**config.mk**
```make
export PLATFORM = sky130hd
export DESIGN_NAME = cos_loss_seq_ctrl
export DESIGN_NICKNAME = d
export VERILOG_FILES = /design/src/rtl/cos_loss_pkg.sv /design/src/rtl/cos_loss_rd_track.sv /design/src/rtl/cos_loss_seq_ctrl.sv
export SDC_FILE = /design/constraint.sdc
export NUM_CORES = 1
export LEC_CHECK = 0
export CAP_MARGIN = 25
export CORE_MARGIN = 2
export CORE_UTILIZATION = 35
export DETAILED_ROUTE_END_ITERATION = 10
export PLACE_DENSITY = 0.59
export SETUP_SLACK_MARGIN = 0.3
export SLEW_MARGIN = 10
export SYNTH_ARGS = -nofsm -noshare
export SYNTH_HDL_FRONTEND = slang
export SYNTH_SLANG_ARGS = --single-unit
```
**constraint.sdc**
```tcl
create_clock -name clk -period 10.55 [get_ports clk]
set_input_delay 1.5825 -clock clk [delete_from_list [all_inputs] [get_ports clk]]
set_output_delay 1.5825 -clock clk [all_outputs]
set_load 0.05 [all_outputs]
```
**src/rtl/cos_loss_pkg.sv**
```systemverilog
// Shared types and Q2.30 constants for the cosine-loss sequencer.
package cos_loss_pkg;

  localparam int Q_W    = 32;
  localparam int Q_FRAC = 30;

  localparam logic [Q_W-1:0] ONE_Q30     = 32'h4000_0000;
  localparam logic [Q_W-1:0] NEG_ONE_Q30 = 32'hC000_0000;

  typedef enum logic [2:0] {
    IDLE,
    CLR,
    ISSUE,
    DRAIN,
    FIN,
    ACC,
    DONE
  } state_t;

  // 1 - clamp(cos, -1.0, +1.0); always in 0..0x8000_0000, so it fits 32 bits unsigned
  function automatic logic [Q_W-1:0] loss_term(input logic [Q_W-1:0] cos_val);
    logic signed [Q_W-1:0] c;
    c = $signed(cos_val);
    if (c > $signed(ONE_Q30))          c = $signed(ONE_Q30);
    else if (c < $signed(NEG_ONE_Q30)) c = $signed(NEG_ONE_Q30);
    return ONE_Q30 - $unsigned(c);
  endfunction

endpackage

```
**src/rtl/cos_loss_rd_track.sv**
```systemverilog
// Tracks granted reads through the fixed memory latency; the tail strobe is the
// MAC enable and an all-zero pipe means every issued read has been consumed.
module cos_loss_rd_track #(
  parameter int RD_LAT = 2
) (
  input  logic clk,
  input  logic rst,
  input  logic issue,
  output logic mac_en,
  output logic pipe_empty
);

  logic [RD_LAT-1:0] pipe;

  // shift issue strobes toward the MAC; reset drops anything in flight
  always_ff @(posedge clk) begin
    if (rst) begin
      pipe <= '0;
    end else begin
      pipe[0] <= issue;
      for (int i = 1; i < RD_LAT; i++) pipe[i] <= pipe[i-1];
    end
  end

  assign mac_en     = pipe[RD_LAT-1];
  assign pipe_empty = ~|pipe;

endmodule

```
**src/rtl/cos_loss_seq_ctrl.sv**
```systemverilog
// Row sequencer for the cosine-similarity loss: issues operand reads, frames
// the MAC with clear/enable, hands each row to the cos unit, accumulates
// (1 - cos) and reports the mean over all rows.
// Handshakes: a read is issued in any cycle with mem_req && mem_gnt; while
// mem_req is high and mem_gnt low, mem_addr is held. fin_start is a one-cycle
// pulse and fin_done is a one-cycle pulse that is only honoured in FIN.
module cos_loss_seq_ctrl
  import cos_loss_pkg::*;
#(
  parameter int ADDR_W = 16,
  parameter int RD_LAT = 2,
  parameter int ACC_W  = 48
) (
  input  logic              clk,
  input  logic              rst,
  input  logic              start,
  input  logic [15:0]       cfg_len,
  input  logic [3:0]        cfg_log2_rows,
  input  logic [ADDR_W-1:0] cfg_base,
  output logic              busy,
  output logic              mem_req,
  output logic [ADDR_W-1:0] mem_addr,
  input  logic              mem_gnt,
  output logic              mac_clr,
  output logic              mac_en,
  output logic              fin_start,
  input  logic              fin_done,
  input  logic [31:0]       fin_cos,
  output logic              done,
  output logic              err,
  output logic [31:0]       loss_out,
  output state_t            dbg_state
);

  state_t            state, state_nxt;
  logic [15:0]       len_q, elem_cnt, row_cnt;
  logic [3:0]        lg_q;
  logic [ADDR_W-1:0] addr_q;
  logic [ACC_W-1:0]  acc_q, acc_sum;
  logic [31:0]       cos_q, loss_q, loss_nxt;
  logic              err_q, fin_seen;
  logic              issue, last_elem, last_row, pipe_empty;

  assign issue     = mem_req & mem_gnt;
  assign last_elem = (elem_cnt == len_q - 16'd1);
  assign last_row  = (row_cnt == ((16'd1 << lg_q) - 16'd1));
  assign acc_sum   = acc_q + {{(ACC_W-32){1'b0}}, loss_term(cos_q)};
  assign loss_nxt  = 32'(acc_sum >> lg_q);

  cos_loss_rd_track #(.RD_LAT(RD_LAT)) u_rd_track (
    .clk        (clk),
    .rst        (rst),
    .issue      (issue),
    .mac_en     (mac_en),
    .pipe_empty (pipe_empty)
  );

  // state register
  always_ff @(posedge clk) begin
    if (rst) state <= IDLE;
    else     state <= state_nxt;
  end

  // next-state logic and Moore outputs
  always_comb begin
    state_nxt = state;
    busy      = (state != IDLE);
    mem_req   = (state == ISSUE);
    mac_clr   = (state == CLR);
    fin_start = (state == FIN) && !fin_seen;
    done      = (state == DONE);
    err       = (state == DONE) && err_q;
    case (state)
      IDLE:    if (start) state_nxt = (cfg_len == 16'd0) ? DONE : CLR;
      CLR:     state_nxt = ISSUE;
      ISSUE:   if (issue && last_elem) state_nxt = DRAIN;
      DRAIN:   if (pipe_empty) state_nxt = FIN;
      FIN:     if (fin_done) state_nxt = ACC;
      ACC:     state_nxt = last_row ? DONE : CLR;
      DONE:    state_nxt = IDLE;
      default: state_nxt = IDLE;
    endcase
  end

  // config latch, address/counter advance, cos capture and loss accumulation
  always_ff @(posedge clk) begin
    if (rst) begin
      len_q    <= '0;
      lg_q     <= '0;
      addr_q   <= '0;
      elem_cnt <= '0;
      row_cnt  <= '0;
      acc_q    <= '0;
      cos_q    <= '0;
      loss_q   <= '0;
      err_q    <= 1'b0;
      fin_seen <= 1'b0;
    end else begin
      fin_seen <= (state == FIN);
      case (state)
        IDLE: if (start) begin
          len_q    <= cfg_len;
          lg_q     <= cfg_log2_rows;
          addr_q   <= cfg_base;
          elem_cnt <= '0;
          row_cnt  <= '0;
          acc_q    <= '0;
          err_q    <= (cfg_len == 16'd0);
          if (cfg_len == 16'd0) loss_q <= '0;
        end
        ISSUE: if (issue) begin
          addr_q   <= addr_q + ADDR_W'(1);
          elem_cnt <= last_elem ? 16'd0 : elem_cnt + 16'd1;
        end
        FIN: if (fin_done) cos_q <= fin_cos;
        ACC: begin
          acc_q   <= acc_sum;
          row_cnt <= row_cnt + 16'd1;
          if (last_row) loss_q <= loss_nxt;
        end
        default: ;
      endcase
    end
  end

  assign mem_addr  = addr_q;
  assign loss_out  = loss_q;
  assign dbg_state = state;

endmodule

```
==> results of run 1 <==
==> final timing paths <==
check,start,to,slack [ns],cells after the start
worst max-delay path,cos_q[2]$_SDFFE_PP0P_,loss_out[29]$_SDFFE_PP0P_,2.45,22
worst min-delay path,loss_out[9]$_SDFFE_PP0P_,loss_out[9]$_SDFFE_PP0P_,0.46,1
worst min register to register,loss_out[9]$_SDFFE_PP0P_,loss_out[9]$_SDFFE_PP0P_,0.46,1
worst max register to register,cos_q[2]$_SDFFE_PP0P_,loss_out[29]$_SDFFE_PP0P_,2.45,22
==> logic make-up after synthesis <==
logic type / after synthesis / synth area share (%)
DFF: 186 / 26.6
and+or+nand+nor: 798 / 26.7
muxes: 59 / 5.83
xor gates and xnor gates: 90 / 5.63
adders and majority gates: 47 / 4.24
buffers and inverters: 153 / 4.24
AOI/OAI and AO/OA: 566 / 26.8
==> power by group through the flow <==
stage	sequential (uW)	clock [uW]	combinational [uW]
global placement	774	0	742
floorplan	806	0	486
CTS	758	710	753
detailed placement	775	0	748
finish	759	692	762
global route	763	731	823
==> per-layer routing <==
layer / GRT usage, % / up-vias / wire (um)
met2: 38.9 / 507 / 23000
met3: 4.15 / 80 / 2860
met4: 9.08 / 0 / 1570
met5: 0 / - / 0
met1: 30.4 / 6956 / 22000
li1: - / 7067 / -
==> cell usage in the layout, fill, tap and decap left out, types with 8 or more instances in the layout <==
cell type          n
clkdlybuf4s50_1  129
nand3_1           55
o21a_1            12
mux2_2            10
nand2b_1          12
nand2_1          282
ha_1              45
a211oi_1          29
a21o_1            27
o22ai_1           19
inv_1             19
clkbuf_16         17
or3_1             31
nor2b_1           13
mux4_2            17
and3_1            33
mux2i_1           32
buf_4             23
xnor2_1           42
nor2_1           199
nor3_1            45
a31oi_1           18
a21oi_1          164
o21ai_0           87
and2_1            20
dfxtp_1          185
or2_2             14
a22oi_1           50
o21ai_1            8
o211ai_1          21
xor2_1            48
nand4_1           35
o31ai_1           10
nor4_1            21
==> state kept, by name, indices dropped and copies added (netlist names) <==
| name | cells |
|---|---|
| dbg_state | 3 |
| elem_cnt | 16 |
| err_q | 1 |
| fin_seen | 1 |
| acc_q | 47 |
| loss_out | 32 |
| u_rd_track.pipe | 2 |
| cos_q | 32 |
| mem_addr | 16 |
| lg_q | 4 |
| row_cnt | 16 |
| len_q | 16 |
==> through the flow <==
stage	setup slack [ns]	util (%)	hold WS [ns]	total power [uW]
floorplan	3.55	-	0.432	1290
global placement	2.78	39.4	0.439	1520
detailed placement	2.55	39.5	0.446	1520
CTS	2.54	41.0	0.465	2220
global route	1.93	41.0	0.482	2320
finish	2.45	41.0	0.456	2210
==> layout make-up <==
type / count / share of cell area [%]
multi-input combinational: 1560 / 59.6
sequential: 186 / 22.9
timing repair buffer: 153 / 9.09
tap: 525 / 4.04
clock buffer: 18 / 2.70
clock inverter: 14 / 1.10
inverter: 23 / 0.531
==> worst max-delay path: stages (launching register included) <==
cell	delay (ns)
dfxtp_1	0.35
or3_4	0.42
or4_4	0.46
or4_4	0.48
or3_1	0.42
or3_1	0.54
o21ai_4	0.22
o21a_2	0.40
nand2_1	0.17
ha_1	0.44
and2_1	0.28
a311o_1	0.38
ha_1	0.46
nand4_1	0.19
or4_1	0.54
a21o_1	0.22
and4b_1	0.24
a211oi_1	0.50
xor2_1	0.36
nor2_1	0.11
a2111oi_0	0.44
a31oi_1	0.07
a311oi_1	0.29
==> impl_metrics.env, run 1 <==
export IMPL_status="complete, no violations"
export IMPL_place_area_um2=15700
export IMPL_cts_resized=0
export IMPL_dieArea_um2=41600
export IMPL_max_freq_mhz=124
export IMPL_areaGrowthSynthToFinish_pct=16.2
export IMPL_cts_tree="built"
export IMPL_port_buffers=130
export IMPL_final_area_um2=16300
export IMPL_place_gp_congestion=0.931
export IMPL_clock_skew_ns=0.0199
export IMPL_synth_most_common_cell="nand2_1"
export IMPL_start_util_pct=35.3
export IMPL_grt_max_degree=90
export IMPL_ys_seq_area_share_pct=26.6
export IMPL_ys_ff_latch=186
export IMPL_maxCapViolCount=0
export IMPL_cts_max_path_buffers=2
export IMPL_critPathLaunchType="register"
export IMPL_hold_buffers=0
export IMPL_htreeDepth=4
export IMPL_finalHoldViolations=0
export IMPL_regArea_um2=3720
export IMPL_numCtsBuffers=17
export IMPL_relSlewSlack_pct=32.7
export IMPL_hold_path_class="register to register"
export IMPL_synth_top_cell_area_share_pct=26.6
export IMPL_insertion_delay_ns=0.47
export IMPL_path_clk_slew_ns=0.08
export IMPL_syn_cell_area_um2=14000
export IMPL_switching_share_pct=39.2
export IMPL_multi_input_area_um2=9700
export IMPL_syn_avg_cell_area_um2=7.37
export IMPL_fin_setup_tns_ns=0
export IMPL_io_pins=131
export IMPL_routedWlPerCell_um=19.9
export IMPL_p_int_uw=1340
export IMPL_synth_edf_count=0
export IMPL_p_switching_uw=868
export IMPL_diodes=0
export IMPL_grt_ovfl_total=0
export IMPL_syn_inst=1899
export IMPL_clock_sinks=186
export IMPL_placed_cells=2447
export IMPL_slew_violations=0
export IMPL_fin_nets=2060
export IMPL_fill_cells=4144
export IMPL_drt_iter0_markers=1184
export IMPL_synth_top_cells_by_area="dfxtp_1 (27%), nand2_1 (7.6%), a21oi_1 (5.9%)"
export IMPL_fin_cells=2479
export IMPL_cts_setup_buffers=0
export IMPL_ir_drop_mv=0.101
export IMPL_arrival_ns=8.47
export IMPL_post_route_min_period_ns=8.10
export IMPL_drc=0
export IMPL_num_vias=14600
export IMPL_first_pass_iters=6
export IMPL_crit_fanout=24
export IMPL_setup_viol=0
export IMPL_synth_ff_type="dfxtp_1"
export IMPL_power_frac_clock_pct=31.3
export IMPL_yosys_area_top_type="dfxtp_1"
export IMPL_fp_coreArea_um2=39600
export IMPL_rsz0062_at_grt="false"
export IMPL_rows=73
export IMPL_fin_crit_sh_pct=76.7
export IMPL_tightest_slew_ns=1.01
export IMPL_die_w_um=204
export IMPL_end_kind="register"
export IMPL_required_ns=10.92
export IMPL_worstSetupPathType="register to register"
export IMPL_via_per_inst=5.89
export IMPL_root_buffer="clkbuf_16"
export IMPL_yosysWarningCount=0
export IMPL_yosys_top_cells_count="nand2_1 (282), nor2_1 (201), dfxtp_1 (186)"
export IMPL_grt_pass1_vias=13900
export IMPL_hpwl_um=36800
export IMPL_ant_nets=0
export IMPL_drive_gt1_share_pct=6.29
export IMPL_grt_pass1_wl_um=78000
export IMPL_grt_util_all_layers_pct=23.5
export IMPL_synth_distinct_cells=86
export IMPL_pwr_share_seq_pct=34.3
export IMPL_die_y_um=204
export IMPL_leakagePower_uw=0.00614
export IMPL_antenna_found_initial=0
export IMPL_p_per_area_nw_per_um2=136
export IMPL_wl_um=49500
export IMPL_syn_nets=2018
export IMPL_async_reset_ff_share_pct=0
export IMPL_p_comb_share_pct=34.4
Power figures use the tool's default switching activity.
==> run 2, diff against run 1 <==
==> constraint.sdc (replaced) <==
create_clock -name clk -period 8.4 [get_ports clk]
set_input_delay 1.26 -clock clk [delete_from_list [all_inputs] [get_ports clk]]
set_output_delay 1.26 -clock clk [all_outputs]
set_load 0.05 [all_outputs]
==> run 2 against run 1 <==
Net effect: via count up 1.2%; clock skew up 0.0016 ns; register-to-register slack worse by 1.8 ns; sequential power up 25%; critical path depth unchanged; highest routed layer unchanged; power up 26%.
==> impl_metrics.env, run 2 (synthesized netlist as in run 1, its figures left out) <==
export IMPL_p_comb_share_pct=34.4
export IMPL_drc=0
export IMPL_ir_drop_mv=0.121
export IMPL_die_y_um=204
export IMPL_hold_buffers=0
export IMPL_finalHoldViolations=0
export IMPL_num_vias=14800
export IMPL_slew_violations=0
export IMPL_end_kind="register"
export IMPL_rsz0062_at_grt="false"
export IMPL_insertion_delay_ns=0.48
export IMPL_clock_skew_ns=0.0215
export IMPL_root_buffer="clkbuf_16"
export IMPL_post_route_min_period_ns=7.73
export IMPL_leakagePower_uw=0.00619
export IMPL_htreeDepth=4
export IMPL_arrival_ns=8.09
export IMPL_total_power_uw=2800
export IMPL_fin_crit_sh_pct=92.0
export IMPL_layout_common_cells="nand2_1 (282), nor2_1 (199), dfxtp_1 (185)"
export IMPL_switching_share_pct=40.2
export IMPL_status="complete, no violations"
export IMPL_grt_pass1_wl_um=77800
export IMPL_hold_path_class="register to register"
export IMPL_grt_util_all_layers_pct=23.4
export IMPL_drive_gt1_share_pct=6.68
export IMPL_routedWlPerCell_um=19.7
export IMPL_required_ns=8.77
export IMPL_place_gp_congestion=0.923
export IMPL_dp_slack_ns=0.568
export IMPL_worstSetupPathType="register to register"
export IMPL_cts_max_path_buffers=2
export IMPL_dieArea_um2=41600
export IMPL_wl_um=49100
export IMPL_rows=73
export IMPL_fp_coreArea_um2=39600
export IMPL_critPathLaunchType="register"
export IMPL_cts_setup_buffers=0
export IMPL_whs_ns=0.455
export IMPL_pwr_share_seq_pct=34.1
export IMPL_largest_reg_flops=47
export IMPL_top_register="acc_q"
export IMPL_crit_fanout=24
export IMPL_io_pins=131
export IMPL_setup_ws_ns=0.671
export IMPL_antenna_found_initial=0
export IMPL_numCtsBuffers=17
export IMPL_drt_iter0_markers=1223
export IMPL_p_int_uw=1670
export IMPL_finish_utilization_pct=41.3
export IMPL_start_util_pct=35.3
export IMPL_hpwl_um=36400
export IMPL_via_per_inst=5.95
export IMPL_cts_resized=0
export IMPL_fin_nets=2067
export IMPL_tightest_slew_ns=0.942
export IMPL_diodes=0
export IMPL_relSlewSlack_pct=37.2
export IMPL_grt_ovfl_total=0
export IMPL_ant_nets=0
export IMPL_maxCapViolCount=0
export IMPL_port_buffers=130
export IMPL_p_switching_uw=1120
export IMPL_fin_setup_tns_ns=0
export IMPL_grt_pass1_vias=13800
export IMPL_die_w_um=204
export IMPL_clock_sinks=186
export IMPL_layout_commonest_cell="nand2_1"
export IMPL_power_frac_clock_pct=31.6
export IMPL_path_clk_slew_ns=0.08
export IMPL_areaGrowthSynthToFinish_pct=16.8
export IMPL_grt_max_degree=96
export IMPL_max_freq_mhz=129
export IMPL_setup_viol=0
export IMPL_first_pass_iters=7
export IMPL_p_per_area_nw_per_um2=171
export IMPL_cts_tree="built"
-- run 2: cell types whose count changed in the layout (fill, tap and decap cells not counted), sizes merged --
cell    change
buf         +6
inv         +3
bufinv      -1
clkinv      -1
-- run 2: layer usage --
layer  global-route usage, %  vias to the layer above  wire length [um]
met1                    30.6                     7088             21800
met4                    8.36                        0              1460
met2                    38.5                      512             22800
li1                        -                     7098                 -
met5                       0                        -                 0
met3                    4.29                       91              3010
-- run 2: cell type report --
class,instances,area [um^2]
fill,4106,23300
inverter,23,86.3
multi-input combinational,1560,9720
clock buffer,17,425
tap,525,657
clock inverter,15,206
sequential,186,3720
timing repair buffer,160,1540
-- run 2: worst max-delay path, cell delays in order, from the launching register on --
cell,delay (ns)
dfxtp_1,0.35
or3_4,0.41
or4_4,0.46
or4_4,0.48
or3_1,0.42
or3_1,0.54
o21ai_4,0.23
o21a_4,0.29
nand2_1,0.14
ha_1,0.42
and2_1,0.27
a311o_1,0.39
ha_1,0.46
nand4_1,0.17
or4_1,0.54
a21o_1,0.23
and4b_1,0.24
a21o_1,0.28
xnor2_1,0.25
mux4_2,0.50
mux2i_1,0.26
o22ai_1,0.13
a21o_1,0.17
-- run 2: worst paths after layout --
check / startpoint / to / slack [ns] / cells past startpoint
hold / removal: loss_out[4]$_SDFFE_PP0P_ / loss_out[4]$_SDFFE_PP0P_ / 0.45 / 2
hold reg to reg: loss_out[4]$_SDFFE_PP0P_ / loss_out[4]$_SDFFE_PP0P_ / 0.45 / 2
setup / recovery: cos_q[2]$_SDFFE_PP0P_ / loss_out[18]$_SDFFE_PP0P_ / 0.67 / 22
setup reg to reg: cos_q[2]$_SDFFE_PP0P_ / loss_out[18]$_SDFFE_PP0P_ / 0.67 / 22
-- run 2: power by group through the flow --
stage	clock (uW)	sequential, uW	combinational, uW
after floorplan	0	1010	610
after global placement	0	971	933
after detailed placement	0	972	944
after CTS	903	952	948
after global routing	934	959	1040
final	882	952	961
-- run 2: metrics by stage --
| step | std cells | area (um^2) |
|---|---|---|
| after global placement | 2451 | 15700 |
| after CTS | 2484 | 16300 |
| after floorplan | 1899 | 14000 |
| final | 2486 | 16400 |
| after detailed placement | 2452 | 15700 |
| after global routing | 2486 | 16400 |
==> run 3, diff against run 2 <==
--- a/config.mk
+++ b/config.mk
@@ -11,6 +11,7 @@
 export DETAILED_ROUTE_END_ITERATION = 10
 export PLACE_DENSITY = 0.59
 export SETUP_SLACK_MARGIN = 0.3
+export SKIP_LAST_GASP = 1
 export SLEW_MARGIN = 10
 export SYNTH_ARGS = -nofsm -noshare
 export SYNTH_HDL_FRONTEND = slang
==> results of run 3 <==
No change in the layout: final DEF, timing and power equal those of run 2.
